===== config.mk =====
export PLATFORM = sky130hd
export DESIGN_NAME = zverif_ctrl_responder
export DESIGN_NICKNAME = d
export VERILOG_FILES = /design/src/rtl/zverif_ctrl_responder.sv
export SDC_FILE = /design/constraint.sdc
export NUM_CORES = 1
export LEC_CHECK = 0
export BUFFER_PORTS_ARGS = -buffer_cell sky130_fd_sc_hd__buf_4
export CORE_MARGIN = 3
export CORE_UTILIZATION = 55
export CTS_CLUSTER_DIAMETER = 30
export CTS_CLUSTER_SIZE = 10
export DETAILED_ROUTE_END_ITERATION = 6
export GPL_TIMING_DRIVEN = 0
export HOLD_SLACK_MARGIN = 0.1
export PLACE_DENSITY_LB_ADDON = 0.15
export SLEW_MARGIN = 20
export SYNTH_ARGS = -nofsm -noshare
export SYNTH_HDL_FRONTEND = slang
export SYNTH_HIERARCHICAL = 1
export SYNTH_SLANG_ARGS = --single-unit

===== constraint.sdc =====
create_clock -name clk -period 7.1 [get_ports clk]
set_clock_uncertainty 0.1 [all_clocks]
set_input_delay 1.42 -clock clk [delete_from_list [all_inputs] [get_ports clk]]
set_output_delay 1.42 -clock clk [all_outputs]
set_load 0.02 [all_outputs]

===== src/rtl/zverif_ctrl_responder.sv =====
// Write-only AXI4-Lite responder for the 16-byte control window: register 0 feeds a
// console byte FIFO, register 1 latches a sticky exit code, registers 2/3 answer SLVERR.

module zverif_ctrl_fifo #(
  parameter int DEPTH = 4
) (
  input  logic                   clk,
  input  logic                   resetn,
  input  logic                   i_push,
  input  logic [7:0]             i_push_data,
  input  logic                   i_pop,
  output logic [7:0]             o_head,
  output logic                   o_valid,
  output logic                   o_full,
  output logic [$clog2(DEPTH):0] o_level
);

  localparam int PTR_W = $clog2(DEPTH);
  localparam logic [PTR_W:0] FULL_LVL = DEPTH[PTR_W:0];
  localparam logic [PTR_W:0] CNT_ONE  = {{PTR_W{1'b0}}, 1'b1};

  logic [7:0]     r_mem [DEPTH];
  logic [PTR_W:0] r_wr_cnt;
  logic [PTR_W:0] r_rd_cnt;

  logic [PTR_W:0] w_level;
  logic           w_do_push;
  logic           w_do_pop;

  // Counters carry one extra bit so full and empty stay distinguishable after wrap.
  assign w_level   = r_wr_cnt - r_rd_cnt;
  assign o_level   = w_level;
  assign o_valid   = (w_level != '0);
  assign o_full    = (w_level == FULL_LVL);
  assign w_do_push = i_push && !o_full;
  assign w_do_pop  = i_pop && o_valid;
  assign o_head    = r_mem[r_rd_cnt[PTR_W-1:0]];

  always_ff @(posedge clk or negedge resetn) begin
    if (!resetn) begin
      r_wr_cnt <= '0;
      r_rd_cnt <= '0;
      for (int i = 0; i < DEPTH; i++) begin
        r_mem[i] <= '0;
      end
    end else begin
      if (w_do_push) begin
        r_mem[r_wr_cnt[PTR_W-1:0]] <= i_push_data;
        r_wr_cnt                   <= r_wr_cnt + CNT_ONE;
      end
      if (w_do_pop) begin
        r_rd_cnt <= r_rd_cnt + CNT_ONE;
      end
    end
  end

endmodule

module zverif_ctrl_responder #(
  parameter int DEPTH      = 4,
  parameter int ADDR_WIDTH = 4
) (
  input  logic                   clk,
  input  logic                   resetn,
  input  logic [31:0]            ctrl_awaddr,
  input  logic                   ctrl_awvalid,
  output logic                   ctrl_awready,
  input  logic [31:0]            ctrl_wdata,
  input  logic                   ctrl_wvalid,
  output logic                   ctrl_wready,
  output logic                   ctrl_bvalid,
  input  logic                   ctrl_bready,
  output logic [1:0]             ctrl_bresp,
  output logic [7:0]             tx_data,
  output logic                   tx_valid,
  input  logic                   tx_ready,
  output logic [$clog2(DEPTH):0] tx_level,
  output logic                   exit_valid,
  output logic [31:0]            exit_code
);

  localparam logic [1:0] IDX_TX      = 2'd0;
  localparam logic [1:0] IDX_EXIT    = 2'd1;
  localparam logic [1:0] RESP_OKAY   = 2'b00;
  localparam logic [1:0] RESP_SLVERR = 2'b10;

  logic                  r_aw_held;
  logic [ADDR_WIDTH-1:0] r_awaddr;
  logic                  r_w_held;
  logic [31:0]           r_wdata;
  logic                  r_bvalid;
  logic [1:0]            r_bresp;
  logic                  r_exit_valid;
  logic [31:0]           r_exit_code;

  logic       w_aw_hs;
  logic       w_w_hs;
  logic       w_b_hs;
  logic [1:0] w_idx;
  logic       w_fifo_full;
  logic       w_commit;
  logic       w_push;
  logic       w_unused;

  // Handshakes: a transfer happens on a rising edge where valid && ready are both high;
  // the sender keeps valid and its payload steady until then, and ready never depends
  // combinationally on valid. Each channel here has a one-entry hold, so ready is simply
  // "hold empty"; B is raised by this block and held until the master's bready.
  assign ctrl_awready = !r_aw_held;
  assign ctrl_wready  = !r_w_held;
  assign ctrl_bvalid  = r_bvalid;
  assign ctrl_bresp   = r_bresp;
  assign exit_valid   = r_exit_valid;
  assign exit_code    = r_exit_code;

  assign w_aw_hs = ctrl_awvalid && !r_aw_held;
  assign w_w_hs  = ctrl_wvalid && !r_w_held;
  assign w_b_hs  = r_bvalid && ctrl_bready;
  assign w_idx   = r_awaddr[3:2];

  // A console write into a full FIFO waits in the holds; the registered full flag is used,
  // so a pop in the same cycle only frees the slot for the next cycle.
  assign w_commit = r_aw_held && r_w_held && !r_bvalid &&
                    !((w_idx == IDX_TX) && w_fifo_full);
  assign w_push   = w_commit && (w_idx == IDX_TX);

  assign w_unused = &{1'b0, ctrl_awaddr[31:ADDR_WIDTH], r_awaddr[1:0]};

  always_ff @(posedge clk or negedge resetn) begin
    if (!resetn) begin
      r_aw_held <= 1'b0;
      r_awaddr  <= '0;
    end else if (w_aw_hs) begin
      r_aw_held <= 1'b1;
      r_awaddr  <= ctrl_awaddr[ADDR_WIDTH-1:0];
    end else if (w_commit) begin
      r_aw_held <= 1'b0;
    end
  end

  always_ff @(posedge clk or negedge resetn) begin
    if (!resetn) begin
      r_w_held <= 1'b0;
      r_wdata  <= '0;
    end else if (w_w_hs) begin
      r_w_held <= 1'b1;
      r_wdata  <= ctrl_wdata;
    end else if (w_commit) begin
      r_w_held <= 1'b0;
    end
  end

  always_ff @(posedge clk or negedge resetn) begin
    if (!resetn) begin
      r_bvalid <= 1'b0;
      r_bresp  <= RESP_OKAY;
    end else if (w_commit) begin
      r_bvalid <= 1'b1;
      r_bresp  <= ((w_idx == IDX_TX) || (w_idx == IDX_EXIT)) ? RESP_OKAY : RESP_SLVERR;
    end else if (w_b_hs) begin
      r_bvalid <= 1'b0;
    end
  end

  // Only the first exit write is kept; the simulation harness reads the earliest code.
  always_ff @(posedge clk or negedge resetn) begin
    if (!resetn) begin
      r_exit_valid <= 1'b0;
      r_exit_code  <= '0;
    end else if (w_commit && (w_idx == IDX_EXIT) && !r_exit_valid) begin
      r_exit_valid <= 1'b1;
      r_exit_code  <= r_wdata;
    end
  end

  zverif_ctrl_fifo #(
    .DEPTH (DEPTH)
  ) u_tx_fifo (
    .clk         (clk),
    .resetn      (resetn),
    .i_push      (w_push),
    .i_push_data (r_wdata[7:0]),
    .i_pop       (tx_ready),
    .o_head      (tx_data),
    .o_valid     (tx_valid),
    .o_full      (w_fifo_full),
    .o_level     (tx_level)
  );

endmodule

# --- Word level (Yosys, flattened, before mapping) ---
# Index checks and enable logic that the tools add are counted.
word_totals:
  reg_bits: 112
  inputBits: 70
  output_inout_bits: 50
  wordCells: 61
classes:
  n_addsub: 3
  magnitude_cmp: 3
  eq_ne: 2
  mux: 12
  bitwise: 2
  reduce_logical: 25
op_table:
  columns: ["cell", "count"]
  rows:
  - ["bitwise mux 32 bit", 1]
  - ["2-to-1 mux 8 bit", 3]
  - ["binary-select mux 8 bit (select 2 bit)", 1]
  - ["demux 8 bit (select 2 bit)", 1]
  - ["logical AND 1 bit", 13]
  - ["adder 3 x 1 -> 3 bit (second input constant)", 2]
  - ["greater-or-equal comparator 3 bit (second input constant)", 2]
  - ["logical NOT 1 bit", 6]
  - ["inverter 2 -> 3 bit", 2]
  - ["nonzero test 2 bit", 3]
  - ["2-to-1 mux 1 bit", 5]
  - ["equality test 3 bit (second input constant)", 1]
  - ["less-than comparator 3 x 1 -> 1 bit (second input constant)", 1]
  - ["nonzero test 3 bit", 1]
  - ["subtractor 3 bit", 1]
  - ["equality test 2 x 1 -> 1 bit (second input constant)", 1]
  - ["logical NOT 2 bit", 1]
  - ["2-to-1 mux 2 bit", 1]
  - ["logical OR 1 bit", 1]

# --- Longest topological paths before layout ---
depth:
  ltp_word: 7
  mapped_depth: 12
  depth_no_buf: 11

# --- Modules after synthesis ---
# The synthesis kept the hierarchy.
modules_own_cells:
  columns: ["mod", "instances", "cells_each", "area_per_inst_um2", "seq_area_each_um2"]
  rows:
  - ["zverif_ctrl_responder", 1, 162, 2742.6, 1776.7]
  - ["zverif_ctrl_fifo", 1, 127, 1883.1, 950.9]

# --- Least setup slack after synthesis ---
# No wires, ideal clock.
synth_timing:
  path_type: "flip-flop to output port"
  start: "register u_tx_fifo.r_wr_cnt[0]"
  end: "output port tx_valid"
  arrival_ns: 1.805
  required_ns: 5.580
  path_slack_ns: 3.775
  stages_incl_launch_ff: 7
  n_path_buf: 1
  cell_sequence: "dfrtp_1 inv_1 ha_1 fa_1 xnor3_2 buf_6 nand2_1"
synth_via:
  elab_chain_len: 2
synth_lines:
  columns: ["item", "line", "rtl"]
  rows:
  - ["from (decl)", "23", "logic [PTR_W:0] r_wr_cnt;"]
  - ["from (signal assigned)", "49", "r_wr_cnt <= r_wr_cnt + CNT_ONE;"]
  - ["subtractor 3 bit", "31", "assign w_level = r_wr_cnt - r_rd_cnt;"]
  - ["nonzero test 3 bit", "33", "assign o_valid = (w_level != '0);"]
  - ["to (decl)", "75", "output logic tx_valid,"]
# No other way between the ends.

# --- Final worst setup path ---
layout_timing:
  start: "register u_tx_fifo.r_wr_cnt[0]"
  end: "register u_tx_fifo/r_mem[13] in the netlist's numbering"
layout_via:
  elab_chain_len: 7
  elab_cells_between_ends: 15
  cone_classes: "add/sub (1); order compare (2); eq/ne (1); mux (3); bitwise (1); reduce/logical (7)"
layout_lines:
  columns: ["item", "line", "rtl"]
  rows:
  - ["subtractor 3 bit", "31", null]
  - ["equality test 3 bit", "34", "assign o_full = (w_level == FULL_LVL);"]
  - ["net w_fifo_full", "100", "logic w_fifo_full;"]
  - ["logical AND 1 bit", "124", "!((w_idx == IDX_TX) && w_fifo_full);"]
  - ["logical NOT 1 bit", "124", null]
  - ["logical AND 1 bit", "123", "assign w_commit = r_aw_held && r_w_held && !r_bvalid &&"]
  - ["logical AND 1 bit", "125", "assign w_push = w_commit && (w_idx == IDX_TX);"]
  - ["net w_push", "102", "logic w_push;"]
  - ["logical AND 1 bit", "35", "assign w_do_push = i_push && !o_full;"]
  - ["to (signal, indexed assignment)", "48", "r_mem[r_wr_cnt[PTR_W-1:0]] <= i_push_data;"]
  - ["to (decl)", "22", "logic [7:0] r_mem [DEPTH];"]
# The timed path passes the listed nets, and every way through them passes these cells.
# A chain may end at the register's enable or synchronous reset.

==> results.py <==
metrics = {
    "grt": {
        "grt_pass1_wl_um": 14500,
        "grt_max_degree": 110,
        "grt_pass1_vias": 2853,
        "overflow": 0,
        "track_usage": 0.192,
        "antenna_found_initial": 0,
    },
    "flow_run": {
        "maxCapViolCount": 0,
    },
    "power": {
        "power_frac_comb": 0.477,
        "p_sw_frac": 0.381,
        "total_power_mw": 2.80,
        "internal_power_mw": 1.74,
        "p_leak_nw": 2.64,
        "netSwitchingPower_mw": 1.07,
        "max-vdd-ir-drop_mv": 0.237,
        "p_seq_frac": 0.393,
        "p_per_area_nw_per_um2": 500,
        "clkPwrFrac": 0.130,
    },
    "synthesis": {
        "netlist_area_um2": 4630,
        "synth-edff-count": 0,
        "netlist_instances": 289,
        "yosysMostFrequentCell": "dfrtp_1",
        "mappedNetlistNets": 366,
        "synth_warnings": 6,
        "synth.distinct_cells": 37,
        "synth.area.top_cells": "dfrtp_1 59%, mux2_2 19%, mux4_2 3.9%",
        "yosys.area.top_type": "dfrtp_1",
        "syn_area_per_cell_um2": 16.0,
        "ys_ff_latch": 109,
        "ys.flop_type": "dfrtp_1",
        "ys_seq_area_frac": 0.590,
        "async_reset_ff_frac": 1.00,
        "synthTopCellsByCount": "109 x dfrtp_1, 79 x mux2_2, 15 x o2bb2ai_1",
        "synth_top_area_frac": 0.590,
    },
    "die": {
        "die_h_um": 97.7,
        "initial_core_util": 0.583,
        "die_w_um": 97.7,
        "die_area_um2": 9550,
        "ios": 120,
        "row_count": 32,
        "design.core.area_um2": 7930,
    },
    "drt": {
        "vias_per_cell": 5.44,
        "ant_nets": 0,
        "vias": 2687,
        "drcViolationCount": 0,
        "wl_per_cell_um": 17.5,
        "drtIter0Drc": 125,
        "first_pass_iters": 4,
        "wl_um": 8630,
    },
    "timing": {
        "relSlewSlack": 0.365,
        "setup_viol": 0,
        "fmax_mhz": 252,
        "fin_crit_sh": 0.560,
        "report.final.slew_viol_count": 0,
        "rsz0062_at_grt": "no",
        "fin_setup_tns_ps": 0,
        "hold_violations": 0,
        "period_needed_ps": 3980,
        "tightest_slew_ps": 953,
    },
    "critical_path": {
        "cp_max_fo": 10,
        "r2r_start": "u_tx_fifo/r_wr_cnt[0]",
        "cp-startpoint": "u_tx_fifo/r_wr_cnt[0]",
        "crit_arrival_ps": 4120,
        "end_kind": "register",
        "required_ps": 7240,
        "cp-start-kind": "register",
        "path_class": "register to register",
    },
    "clocking": {
        "cts_made_buffers": 9,
        "cts-root-buf": "clkbuf_8",
        "ctsHoldBuffers": 0,
        "h-tree-depth": 3,
        "ctsResizeCount": 0,
        "numClockSinks": 109,
        "post_cts_buffers": 0,
        "cts_max_path_buffers": 2,
        "cts_tree": "yes",
        "clkLatencyLatePin_ps": 350,
        "clk_pin_slew_ps": 100,
    },
    "finish": {
        "antennaDiodeCount": 0,
        "nets": 465,
        "syn_to_final_growth_pct": 21.2,
        "drive_gt1_frac": 0.548,
    },
    "hold_path": {
        "min_path_type": "register to register",
        "min_from": "u_tx_fifo/r_mem[10]",
    },
    "place": {
        "port_buffers": 88,
        "dp.final_hpwl_um": 5980,
        "gp_congestion": 0.750,
    },
    "outcome": {
        "status": "finished, final reports clean",
    },
}
==> area by class of cell <==
| class | instances | area (µm²) |
|---|---|---|
| clock inverter | 5 | 60.1 |
| tap | 102 | 128 |
| inverter | 9 | 33.8 |
| fill | 554 | 2320 |
| clock buffer | 10 | 128 |
| buffer | 12 | 118 |
| timing repair buffer | 88 | 664 |
| sequential | 109 | 2730 |
| multi-input combinational | 159 | 1750 |
==> final timing paths <==
path                                               to  slack [ps]  cells past startpoint
worst max-delay path              u_tx_fifo/r_mem[13]        3120                     12
worst min-delay path              u_tx_fifo/r_mem[10]         390                      1
worst max register to register    u_tx_fifo/r_mem[13]        3120                     12
worst min register to register    u_tx_fifo/r_mem[10]         390                      1
max in group asynchronous                 r_wdata[19]        5190                      1
min in group asynchronous       u_tx_fifo/r_rd_cnt[1]        1070                      1
==> power groups by stage <==
stage	clock (mW)	sequential, mW	combinational [mW]
after floorplan	0	1.18	0.810
after global placement	0	1.09	1.32
after detailed placement	0	1.11	1.36
after CTS	0.376	1.10	1.36
after global routing	0.402	1.14	1.45
final	0.364	1.10	1.34
==> state kept, by name (all words and copies together), names as in the netlist, 2 cells and up <==
| name | cells |
|---|---|
| u_tx_fifo/r_mem | 32 |
| u_tx_fifo/r_rd_cnt | 3 |
| u_tx_fifo/r_wr_cnt | 3 |
| r_wdata | 32 |
| r_awaddr | 2 |
| exit_code | 32 |
==> metal layers <==
layer | global-route usage | wire length (µm) | up-vias | part of all wire
met5 | 0 | 0 | - | 0
met2 | 0.312 | 4320 | 63 | 0.50
met3 | 0.0495 | 447 | 9 | 0.052
met1 | 0.260 | 3790 | 1378 | 0.44
li1 | - | - | 1237 | -
met4 | 0.0501 | 78 | 0 | 0.0090
==> worst max-delay path, stage by stage (launching register included) <==
cell      delay (ps)
dfrtp_1          420
inv_1            110
ha_1             220
fa_1             470
nand2_1          270
buf_2            360
nor2_1            80
inv_1             70
o31ai_1          120
nor3_1           650
nand2_1          370
o21bai_4         340
mux2_2           300
==> layout by cell type (no fill, tap or decap), types with 3 or more instances in the layout <==
cell / n
dfrtp_1: 109
buf_4: 88
mux2_2: 79
o2bb2ai_1: 15
clkbuf_8: 14
inv_1: 9
mux4_2: 8
nand2_1: 7
ha_1: 6
nor3_1: 5
o21ai_1: 5
mux2_4: 4
o21bai_4: 4
buf_6: 3
==> stage by stage <==
step | util | setup slack (ps) | cells | instance area (µm²) | hold WS, ps
after floorplan | - | 3780 | 289 | 4630 | 351
after global placement | 0.683 | 3230 | 479 | 5410 | 367
after detailed placement | 0.683 | 3150 | 479 | 5420 | 372
after CTS | 0.707 | 3130 | 494 | 5610 | 397
after global routing | 0.707 | 2900 | 494 | 5610 | 412
final | 0.707 | 3120 | 494 | 5610 | 395
==> kinds of logic after synthesis <==
logic type	share of synthesized area
AO/OA/AOI/OAI	0.0695
XOR/XNOR	0.0127
adder cells (fa/ha/maj)	0.0206
buffers and inverters	0.0327
flip-flops	0.590
multiplexers	0.249
other	0.000811
AND/OR/NAND/NOR	0.0249
Power figures use the tool's default switching activity.
